File: config.mk
export PLATFORM = sky130hd
export DESIGN_NAME = iq_mix_arbiter_flat
export DESIGN_NICKNAME = d
export VERILOG_FILES = /design/src/rtl/iq_mix_arbiter_if.sv /design/src/rtl/iq_mix_arbiter.sv /design/src/flat_wrapper.sv
export SDC_FILE = /design/constraint.sdc
export NUM_CORES = 2
export LEC_CHECK = 0
export CORE_ASPECT_RATIO = 0.6
export CORE_UTILIZATION = 30
export CTS_BUF_LIST = sky130_fd_sc_hd__clkbuf_8
export CTS_CLUSTER_SIZE = 24
export DETAILED_ROUTE_END_ITERATION = 12
export DONT_BUFFER_PORTS = 1
export HOLD_SLACK_MARGIN = 0.05
export MAX_ROUTING_LAYER = met4
export PLACE_DENSITY = 0.52
export SKIP_CTS_REPAIR_TIMING = 1
export SLEW_MARGIN = 20
export SYNTH_ARGS = -nofsm -noshare
export SYNTH_HDL_FRONTEND = slang
export SYNTH_SLANG_ARGS = --single-unit
File: constraint.sdc
create_clock -name M100CLK -period 13.8 [get_ports M100CLK]
set_clock_uncertainty 0.2 [all_clocks]
set_input_delay 1.38 -clock M100CLK [delete_from_list [all_inputs] [get_ports M100CLK]]
set_output_delay 1.38 -clock M100CLK [all_outputs]
set_load 0.03 [all_outputs]
File: src/rtl/iq_mix_arbiter_if.sv
// Handshake/data bundle for iq_mix_arbiter: sample input side, NCO/gain inputs,
// buffered mixed output side and framing-error status.
interface iq_mix_arbiter_if #(
    parameter int DATA_W = 16,
    parameter int NCO_W  = 17,
    parameter int AMP_W  = 16,
    localparam int OUT_W = DATA_W + NCO_W + 1
);
    logic              in_valid;
    logic              in_ready;
    logic              in_first;
    logic [DATA_W-1:0] data_in;
    logic [NCO_W-1:0]  cos;
    logic [NCO_W-1:0]  sin;
    logic [AMP_W-1:0]  amp_scale;
    logic              out_valid;
    logic              out_ready;
    logic [OUT_W-1:0]  out_data;
    logic              frame_err;
    logic              err_clr;

    modport slave (
        input  in_valid, in_first, data_in, cos, sin, amp_scale, out_ready, err_clr,
        output in_ready, out_valid, out_data, frame_err
    );

    modport master (
        output in_valid, in_first, data_in, cos, sin, amp_scale, out_ready, err_clr,
        input  in_ready, out_valid, out_data, frame_err
    );
endinterface

File: src/rtl/iq_mix_arbiter.sv
// Q/I deinterleaver + offset-binary conversion + NCO mixer (i*cos - q*sin) feeding a
// credit-guarded output FIFO. Optional amplitude scaling stage under IQ_AMP_SCALE_EN.
module iq_mix_arbiter #(
    parameter int DATA_W     = 16,
    parameter int NCO_W      = 17,
    parameter int AMP_W      = 16,
    parameter int FIFO_DEPTH = 8,
    localparam int OUT_W     = DATA_W + NCO_W + 1
) (
    input  logic            M100CLK,
    input  logic            reset,
    iq_mix_arbiter_if.slave bus
);
    localparam int PROD_W = DATA_W + NCO_W;
    localparam int PTR_W  = $clog2(FIFO_DEPTH);
    localparam int CNT_W  = PTR_W + 1;

    typedef enum logic {PH_Q, PH_I} phase_t;

    phase_t              r_phase;
    logic [DATA_W-1:0]   r_q;
    logic                r_frame_err;
    logic                r_in_ready;

    logic                w_accept;
    logic                w_launch;
    logic                w_err_set;

    assign w_accept  = bus.in_valid & r_in_ready;
    assign w_launch  = w_accept & (r_phase == PH_I) & ~bus.in_first;
    assign w_err_set = w_accept & ((r_phase == PH_Q) ? ~bus.in_first : bus.in_first);

    // A repeated Q while waiting for I replaces the held Q rather than pairing it.
    always_ff @(posedge M100CLK or posedge reset) begin
        if (reset) begin
            r_phase     <= PH_Q;
            r_q         <= '0;
            r_frame_err <= 1'b0;
        end else begin
            if (w_accept) begin
                case (r_phase)
                    PH_Q: begin
                        r_q     <= bus.data_in;
                        r_phase <= PH_I;
                    end
                    PH_I: begin
                        if (bus.in_first) r_q <= bus.data_in;
                        else              r_phase <= PH_Q;
                    end
                    default: r_phase <= PH_Q;
                endcase
            end
            if (w_err_set)        r_frame_err <= 1'b1;
            else if (bus.err_clr) r_frame_err <= 1'b0;
        end
    end

    // S1: offset binary -> two's complement, NCO sampled with the I sample
    logic                r_s1_valid;
    logic [DATA_W-1:0]   r_s1_i, r_s1_q;
    logic [NCO_W-1:0]    r_s1_cos, r_s1_sin;

    always_ff @(posedge M100CLK or posedge reset) begin
        if (reset) begin
            r_s1_valid <= 1'b0;
            r_s1_i     <= '0;
            r_s1_q     <= '0;
            r_s1_cos   <= '0;
            r_s1_sin   <= '0;
        end else begin
            r_s1_valid <= w_launch;
            if (w_launch) begin
                r_s1_i   <= {~bus.data_in[DATA_W-1], bus.data_in[DATA_W-2:0]};
                r_s1_q   <= {~r_q[DATA_W-1], r_q[DATA_W-2:0]};
                r_s1_cos <= bus.cos;
                r_s1_sin <= bus.sin;
            end
        end
    end

    // S2: signed products; operands sign-extended so a same-width multiply is exact
    logic [PROD_W-1:0]   w_i_ext, w_q_ext, w_cos_ext, w_sin_ext;
    logic [PROD_W-1:0]   w_prod_i, w_prod_q;
    logic                r_s2_valid;
    logic [PROD_W-1:0]   r_s2_pi, r_s2_pq;

    assign w_i_ext   = {{NCO_W{r_s1_i[DATA_W-1]}}, r_s1_i};
    assign w_q_ext   = {{NCO_W{r_s1_q[DATA_W-1]}}, r_s1_q};
    assign w_cos_ext = {{DATA_W{r_s1_cos[NCO_W-1]}}, r_s1_cos};
    assign w_sin_ext = {{DATA_W{r_s1_sin[NCO_W-1]}}, r_s1_sin};
    assign w_prod_i  = w_i_ext * w_cos_ext;
    assign w_prod_q  = w_q_ext * w_sin_ext;

    always_ff @(posedge M100CLK or posedge reset) begin
        if (reset) begin
            r_s2_valid <= 1'b0;
            r_s2_pi    <= '0;
            r_s2_pq    <= '0;
        end else begin
            r_s2_valid <= r_s1_valid;
            r_s2_pi    <= w_prod_i;
            r_s2_pq    <= w_prod_q;
        end
    end

    // S3: full-precision difference
    logic [OUT_W-1:0]    w_diff;
    logic                r_s3_valid;
    logic [OUT_W-1:0]    r_s3_d;

    assign w_diff = {r_s2_pi[PROD_W-1], r_s2_pi} - {r_s2_pq[PROD_W-1], r_s2_pq};

    always_ff @(posedge M100CLK or posedge reset) begin
        if (reset) begin
            r_s3_valid <= 1'b0;
            r_s3_d     <= '0;
        end else begin
            r_s3_valid <= r_s2_valid;
            r_s3_d     <= w_diff;
        end
    end

    logic                w_push_valid;
    logic [OUT_W-1:0]    w_push_data;
    logic [2:0]          w_inflight_next;

`ifdef IQ_AMP_SCALE_EN
    // Gain travels alongside its pair so it matches the cos/sin sampling point.
    logic [AMP_W-1:0]       r_s1_amp, r_s2_amp, r_s3_amp;
    logic [OUT_W+AMP_W-1:0] w_d_ext, w_amp_ext;
    logic [OUT_W-1:0]       w_scaled;
    logic [AMP_W-1:0]       w_unused_frac;
    logic                   r_s4_valid;
    logic [OUT_W-1:0]       r_s4_d;

    assign w_d_ext   = {{AMP_W{r_s3_d[OUT_W-1]}}, r_s3_d};
    assign w_amp_ext = {{OUT_W{1'b0}}, r_s3_amp};
    assign {w_scaled, w_unused_frac} = w_d_ext * w_amp_ext;

    always_ff @(posedge M100CLK or posedge reset) begin
        if (reset) begin
            r_s1_amp   <= '0;
            r_s2_amp   <= '0;
            r_s3_amp   <= '0;
            r_s4_valid <= 1'b0;
            r_s4_d     <= '0;
        end else begin
            if (w_launch) r_s1_amp <= bus.amp_scale;
            r_s2_amp   <= r_s1_amp;
            r_s3_amp   <= r_s2_amp;
            r_s4_valid <= r_s3_valid;
            r_s4_d     <= w_scaled;
        end
    end

    assign w_push_valid    = r_s4_valid;
    assign w_push_data     = {~r_s4_d[OUT_W-1], r_s4_d[OUT_W-2:0]};
    assign w_inflight_next = {2'b0, w_launch} + {2'b0, r_s1_valid}
                           + {2'b0, r_s2_valid} + {2'b0, r_s3_valid};
`else
    logic w_unused_amp;
    assign w_unused_amp    = ^bus.amp_scale;
    assign w_push_valid    = r_s3_valid;
    assign w_push_data     = {~r_s3_d[OUT_W-1], r_s3_d[OUT_W-2:0]};
    assign w_inflight_next = {2'b0, w_launch} + {2'b0, r_s1_valid} + {2'b0, r_s2_valid};
`endif

    // Output FIFO: head register plus RAM behind it; r_count covers both.
    logic [OUT_W-1:0]    r_mem [FIFO_DEPTH];
    logic [PTR_W-1:0]    r_wr_ptr, r_rd_ptr;
    logic [CNT_W-1:0]    r_count;
    logic                r_out_valid;
    logic [OUT_W-1:0]    r_out_data;

    logic                w_pop, w_refill, w_from_mem, w_bypass, w_mem_wr;
    logic [CNT_W-1:0]    w_mem_cnt, w_count_next;
    logic [CNT_W:0]      w_occupancy;

    assign w_pop        = r_out_valid & bus.out_ready;
    assign w_mem_cnt    = r_count - CNT_W'(r_out_valid);
    assign w_refill     = ~r_out_valid | w_pop;
    assign w_from_mem   = w_refill & (w_mem_cnt != '0);
    assign w_bypass     = w_refill & ~w_from_mem & w_push_valid;
    assign w_mem_wr     = w_push_valid & ~w_bypass;
    assign w_count_next = r_count + CNT_W'(w_push_valid) - CNT_W'(w_pop);
    assign w_occupancy  = {1'b0, w_count_next} + (CNT_W+1)'(w_inflight_next);

    always_ff @(posedge M100CLK) begin
        if (w_mem_wr) r_mem[r_wr_ptr] <= w_push_data;
    end

    // in_ready reserves a slot for every launched pair, so pushes never find the FIFO full.
    always_ff @(posedge M100CLK or posedge reset) begin
        if (reset) begin
            r_wr_ptr    <= '0;
            r_rd_ptr    <= '0;
            r_count     <= '0;
            r_out_valid <= 1'b0;
            r_out_data  <= '0;
            r_in_ready  <= 1'b0;
        end else begin
            if (w_from_mem) begin
                r_out_data  <= r_mem[r_rd_ptr];
                r_rd_ptr    <= r_rd_ptr + PTR_W'(1);
                r_out_valid <= 1'b1;
            end else if (w_bypass) begin
                r_out_data  <= w_push_data;
                r_out_valid <= 1'b1;
            end else if (w_pop) begin
                r_out_valid <= 1'b0;
            end
            if (w_mem_wr) r_wr_ptr <= r_wr_ptr + PTR_W'(1);
            r_count    <= w_count_next;
            r_in_ready <= w_occupancy < (CNT_W+1)'(FIFO_DEPTH);
        end
    end

    assign bus.in_ready  = r_in_ready;
    assign bus.out_valid = r_out_valid;
    assign bus.out_data  = r_out_data;
    assign bus.frame_err = r_frame_err;
endmodule

File: src/flat_wrapper.sv
// flat-port wrapper written by rule: the top's interface ports become plain ports
module iq_mix_arbiter_flat 
#(
    parameter int DATA_W     = 16,
    parameter int NCO_W      = 17,
    parameter int AMP_W      = 16,
    parameter int FIFO_DEPTH = 8,
    localparam int OUT_W     = DATA_W + NCO_W + 1
)
  (M100CLK, reset, bus_in_valid, bus_in_first, bus_data_in, bus_cos, bus_sin, bus_amp_scale, bus_out_ready, bus_err_clr, bus_in_ready, bus_out_valid, bus_out_data, bus_frame_err);
  iq_mix_arbiter_if #(.DATA_W(DATA_W), .NCO_W(NCO_W), .AMP_W(AMP_W)) bus_i ();
  input  logic M100CLK;
  input  logic reset;
  input wire logic [$bits(bus_i.in_valid)-1:0] bus_in_valid;
  input wire logic [$bits(bus_i.in_first)-1:0] bus_in_first;
  input wire logic [$bits(bus_i.data_in)-1:0] bus_data_in;
  input wire logic [$bits(bus_i.cos)-1:0] bus_cos;
  input wire logic [$bits(bus_i.sin)-1:0] bus_sin;
  input wire logic [$bits(bus_i.amp_scale)-1:0] bus_amp_scale;
  input wire logic [$bits(bus_i.out_ready)-1:0] bus_out_ready;
  input wire logic [$bits(bus_i.err_clr)-1:0] bus_err_clr;
  output wire logic [$bits(bus_i.in_ready)-1:0] bus_in_ready;
  output wire logic [$bits(bus_i.out_valid)-1:0] bus_out_valid;
  output wire logic [$bits(bus_i.out_data)-1:0] bus_out_data;
  output wire logic [$bits(bus_i.frame_err)-1:0] bus_frame_err;
  assign bus_i.in_valid = bus_in_valid;
  assign bus_i.in_first = bus_in_first;
  assign bus_i.data_in = bus_data_in;
  assign bus_i.cos = bus_cos;
  assign bus_i.sin = bus_sin;
  assign bus_i.amp_scale = bus_amp_scale;
  assign bus_i.out_ready = bus_out_ready;
  assign bus_i.err_clr = bus_err_clr;
  assign bus_in_ready = bus_i.in_ready;
  assign bus_out_valid = bus_i.out_valid;
  assign bus_out_data = bus_i.out_data;
  assign bus_frame_err = bus_i.frame_err;
  iq_mix_arbiter #(.DATA_W(DATA_W), .NCO_W(NCO_W), .AMP_W(AMP_W), .FIFO_DEPTH(FIFO_DEPTH)) u_core (.M100CLK(M100CLK), .reset(reset), .bus(bus_i));
endmodule
## Word-level counts from Yosys, hierarchy flattened

Memory sizes are Yosys's and may differ from the RTL's.
Cells that the tools add are included.

- Latch bits: 0
- Memory bits (writable): 272
- Bits of input ports: 72
- ROM bits: 0
- Flip-flop bits (word level): 233
- Memories: 1

Memory list:

| memory | depth | bits a word | read ports | clocked after memory_dff | write ports | RTL line | RTL |
|---|---|---|---|---|---|---|---|
| u_core.r_mem | 8 | 34 | 1 | 0 | 1 | iq_mix_arbiter.sv:169 | `logic [OUT_W-1:0] r_mem [FIFO_DEPTH];` |

- Div/mod/pow operators: 0
- Order comparisons: 1
- Equal/unequal tests: 1
- Reduce and logical (&&, ||, !) cells: 5
- Bitwise logic cells: 18
- Multiplexer cells: 14
- Shift-type cells: 0
- Add/sub/neg operators: 9
- Multipliers: 2

Operators by type and width:

| operator | count |
|---|---|
| 2-to-1 mux 34 bit | 2 |
| multiplier 16 x 17 -> 33 bit | 2 |
| subtractor 33 x 33 -> 34 bit | 1 |
| case mux 16 bit (2 select lines) | 1 |
| 2-to-1 mux 16 bit | 1 |
| bitwise AND 1 bit | 9 |
| 2-to-1 mux 1 bit | 9 |
| inverter 1 bit | 8 |
| subtractor 4 x 1 -> 4 bit | 2 |
| adder 3 x 1 -> 3 bit, second input constant | 2 |
| adder 4 x 3 -> 5 bit | 1 |
| less-than comparator 5 x 4 -> 1 bit, second input constant | 1 |
| adder 4 x 1 -> 4 bit | 1 |
| nonzero test 2 bit | 2 |
| nonzero test 4 bit | 1 |
| adder 3 x 1 -> 3 bit | 1 |
| nonzero test 3 bit | 1 |
| adder 1 x 1 -> 2 bit | 1 |
| != test 2 bit, second input constant | 1 |
| case mux 1 bit (2 select lines) | 1 |
| AND reduction 2 bit | 1 |
| OR 1 bit | 1 |

## Logic depth before layout (Yosys ltp)

- Depth in word-level cells: 10
- Gate-level depth with buffers: 25

## Worst setup path after synthesis

Ideal clock, no wire load.

- Path kind: reg2reg
- Start point: register u_core.r_s1_q[7]
- End point: register u_core.r_s2_pq[31]
- Library setup time: 124 ps
- Slack: 7492 ps
- Stages on the path, launching flop included: 25
- Path buffers: 3
- Data arrival time: 5984 ps
- Cell sequence: dfrtp_1 -> clkbuf_1 -> clkbuf_1 -> nand2_1 -> fa_1 -> inv_1 -> fa_1 -> inv_1 -> fa_1 -> inv_1 -> fa_1 -> fa_1 -> inv_1 -> fa_1 -> inv_1 -> ha_1 -> clkbuf_1 -> nand4_1 -> nor2_1 -> nand3_1 -> nor3b_1 -> o2111ai_2 -> a41oi_2 -> nor4b_2 -> a211o_1

- Longest elaborated chain between the ends: 1

Ends and longest elaborated chain:

| what | RTL line | RTL |
|---|---|---|
| start: declaration | iq_mix_arbiter.sv:60 | `logic [DATA_W-1:0] r_s1_i, r_s1_q;` |
| start signal: assignment | iq_mix_arbiter.sv:74 | `r_s1_q <= {~r_q[DATA_W-1], r_q[DATA_W-2:0]};` |
| multiplier 16 x 17 -> 33 bit | iq_mix_arbiter.sv:92 | `assign w_prod_q = w_q_ext * w_sin_ext;` |
| named net u_core.w_prod_q[31] | iq_mix_arbiter.sv:83 | `logic [PROD_W-1:0] w_prod_i, w_prod_q;` |
| end signal: assignment | iq_mix_arbiter.sv:102 | `r_s2_pq <= w_prod_q;` |
| end: declaration | iq_mix_arbiter.sv:85 | `logic [PROD_W-1:0] r_s2_pi, r_s2_pq;` |

The timed path passes the listed nets, and every way through them passes these cells.
A chain may end at the register's enable or synchronous reset.

## Worst setup path after layout

Same ends and word-level chain as after synthesis.

==> results.cfg <==
[clock_network]
h-tree-depth = 3
cts_tree = built
cts_sinks = 505
cts_root_buffer = clkbuf_8
clk_pin_slew_ps = 60
numCtsBuffers = 79
clockBufferDepth = 3
insertion_delay_ps = 750

[placed_design]
globalplace.congestion = 0.844
io_buffers = 0
hpwl_um = 73300

[drt]
wl_met1_um = 49000
drc_errors = 16
vias = 25096
drt-wirelength-per-cell_um = 17.8
drt_wl_total_um = 98100
ant_nets = 0
top_layer = met4
wl_met2_um = 40700
drtPass1Iterations = 9
via_per_inst = 4.56
wl_met3_um = 6840
drt_iter0_markers = 1808

[cells_and_area]
fill_cells = 13627
syn_to_final_growth_pct = 8.90
drive_above_1_share = 0.0798
layout.nets = 4462

[timing]
grt_setup_unrepaired = no
period_needed_ps = 7250
worstMarginPinSlew_ps = 1140
max-slew-margin-rel = 0.235
hold_viol_final = 0
maxSlewViolCount = 0
fmax_mhz = 138
min_period_over_period = 0.525
setup_viol = 0
fin_setup_tns_ps = 0

[global_route]
antenna_found_initial = 10
grtUsageTotal = 0.154
grt_pass1_wl_um = 158000
grt_pass1_vias = 26435
grt_max_degree = 112
grt_overflow = 0

[setup_path]
start_kind = register
cp.arrival_ps = 7640
required_ps = 14190
r2r_setup_slack_ps = 6550
crit_path_end_kind = register
worstPathMaxFanout = 18
crit_type = register to register

[synth]
synth-warning-count = 0
synth-seq-cells = 505
netlist_area_sq_um = 40800
synthFlopType = edfxtp_1
synthArstFlopShare = 0.461
ys_seq_area_frac = 0.343
synthCells = 3644
syn_area_per_cell_sq_um = 11.2
synth_nets = 4487
synth_edf_count = 272
synthDistinctLibCells = 77

[die]
die_y_um = 288
core_sq_um = 134000
die_w_um = 478
die-area_sq_um = 137000
start_util = 0.303
rows = 104
io_pins = 109

[status]
violations = design-rule violations
status = finished, violations left

[hold_path]
min_path_type = register to register

[job]
cap_viol_max_count = 0
cell usage in the layout (no fill, tap or decap), types with 15 or more instances in the layout:
| cell | instances |
|---|---|
| a21o_1 | 35 |
| a21oi_1 | 96 |
| and2_1 | 272 |
| buf_4 | 34 |
| clkbuf_8 | 86 |
| dfrtp_1 | 230 |
| diode_2 | 15 |
| edfxtp_1 | 272 |
| fa_1 | 555 |
| ha_1 | 216 |
| inv_1 | 714 |
| mux2_2 | 42 |
| mux4_2 | 68 |
| nand2_1 | 496 |
| nand2b_1 | 22 |
| nand3_1 | 15 |
| nor2_1 | 110 |
| o21ai_0 | 57 |
| o21ai_1 | 18 |
| o22ai_1 | 26 |
| xnor2_1 | 73 |
| xor2_1 | 21 |
through the flow:
stage / hold slack (ps) / utilization / setup slack (ps) / cells / cell area (sq um)
4_1_cts: 240 / 0.330 / 6590 / 5487 / 44400
3_5_place_dp: 226 / 0.319 / 6610 / 5340 / 42800
5_1_grt: 253 / 0.330 / 6140 / 5501 / 44400
2_1_floorplan: 210 / - / 5830 / 3644 / 40800
3_3_place_gp: 226 / 0.319 / 6670 / 5340 / 42800
6_report: 235 / 0.330 / 6550 / 5502 / 44400
cell type report:
class                      count  area (sq um)  share of cell area
tap                         1802          2250              0.0508
inverter                     683          2570              0.0579
timing repair buffer          34           255             0.00575
antenna                       15          37.5            0.000845
multi-input combinational   2316         23700               0.535
clock buffer                  86          1180              0.0267
sequential                   505         14000               0.315
clock inverter                61           365             0.00823
Yosys cell counts, drive strengths merged (12+ instances only):
cell / number / area (sq um)
a211oi: 12 / 90.1
a21o: 35 / 263
a21oi: 97 / 489
and2: 272 / 1700
buf: 18 / 83.8
clkbuf: 122 / 458
dfrtp: 233 / 5830
edfxtp: 272 / 8170
fa: 555 / 11100
ha: 216 / 2700
inv: 683 / 2560
mux2: 42 / 473
mux4: 68 / 1530
nand2: 496 / 1860
nand2b: 22 / 138
nand3: 15 / 75.1
nor2: 114 / 430
nor3: 15 / 80.1
o21a: 13 / 97.6
o21ai: 76 / 384
o21bai: 15 / 120
o22ai: 27 / 175
xnor2: 73 / 639
xor2: 22 / 193
path summary, 6_finish.rpt:
kind                            depth (start not counted)              start              endpoint
worst min register to register                          0  u_core.r_s1_valid     u_core.r_s2_valid
worst min-delay path                                    0  u_core.r_s1_valid     u_core.r_s2_valid
max in group asynchronous                               2              reset    u_core.r_s2_pq[20]
worst max register to register                         21   u_core.r_s1_q[7]    u_core.r_s2_pq[31]
min in group asynchronous                               1              reset  u_core.bus.frame_err
worst max-delay path                                   21   u_core.r_s1_q[7]    u_core.r_s2_pq[31]
critical path, stage by stage (launching register included):
cell       delay (ps)
dfrtp_1           930
nand2_1           180
fa_1              590
inv_1              60
fa_1              490
inv_1              50
fa_1              540
inv_1              60
fa_1              390
fa_1              510
inv_1              50
fa_1              470
inv_1              40
ha_1              430
nand4_1           120
nor2_1            250
nand3_1           120
nor3b_1           670
o2111ai_2         300
a41oi_2           350
nor4b_2            80
a211o_1           230
cell families (layout without fill, tap and decap cells):
group,count (synthesis),count (layout),synth area share
DFF,505,505,0.343
other,0,15,0
AOI/OAI and AO/OA,343,343,0.0558
buffers and inverters,823,864,0.0761
and+or+nand+nor,986,986,0.114
muxes,121,121,0.0518
adders and majority gates,771,771,0.339
xor gates and xnor gates,95,95,0.0204
metal layers:
layer / vias up / GRT usage
met3: 100 / 0.0370
met5: - / -
li1: 11505 / -
met1: 12959 / 0.223
met4: 0 / 0.0321
met2: 532 / 0.216
sequential cells by signal, summed over array words and instances (netlist names), 17 cells and up:
name	count
u_core.bus.out_data	34
u_core.r_mem	272
u_core.r_s1_cos	17
u_core.r_s1_sin	17
u_core.r_s2_pi	33
u_core.r_s2_pq	33
u_core.r_s3_d	34
Power is left out: the tool's default activity adds up to more than one toggle a clock period on the data nets, which glitch-free logic cannot reach.
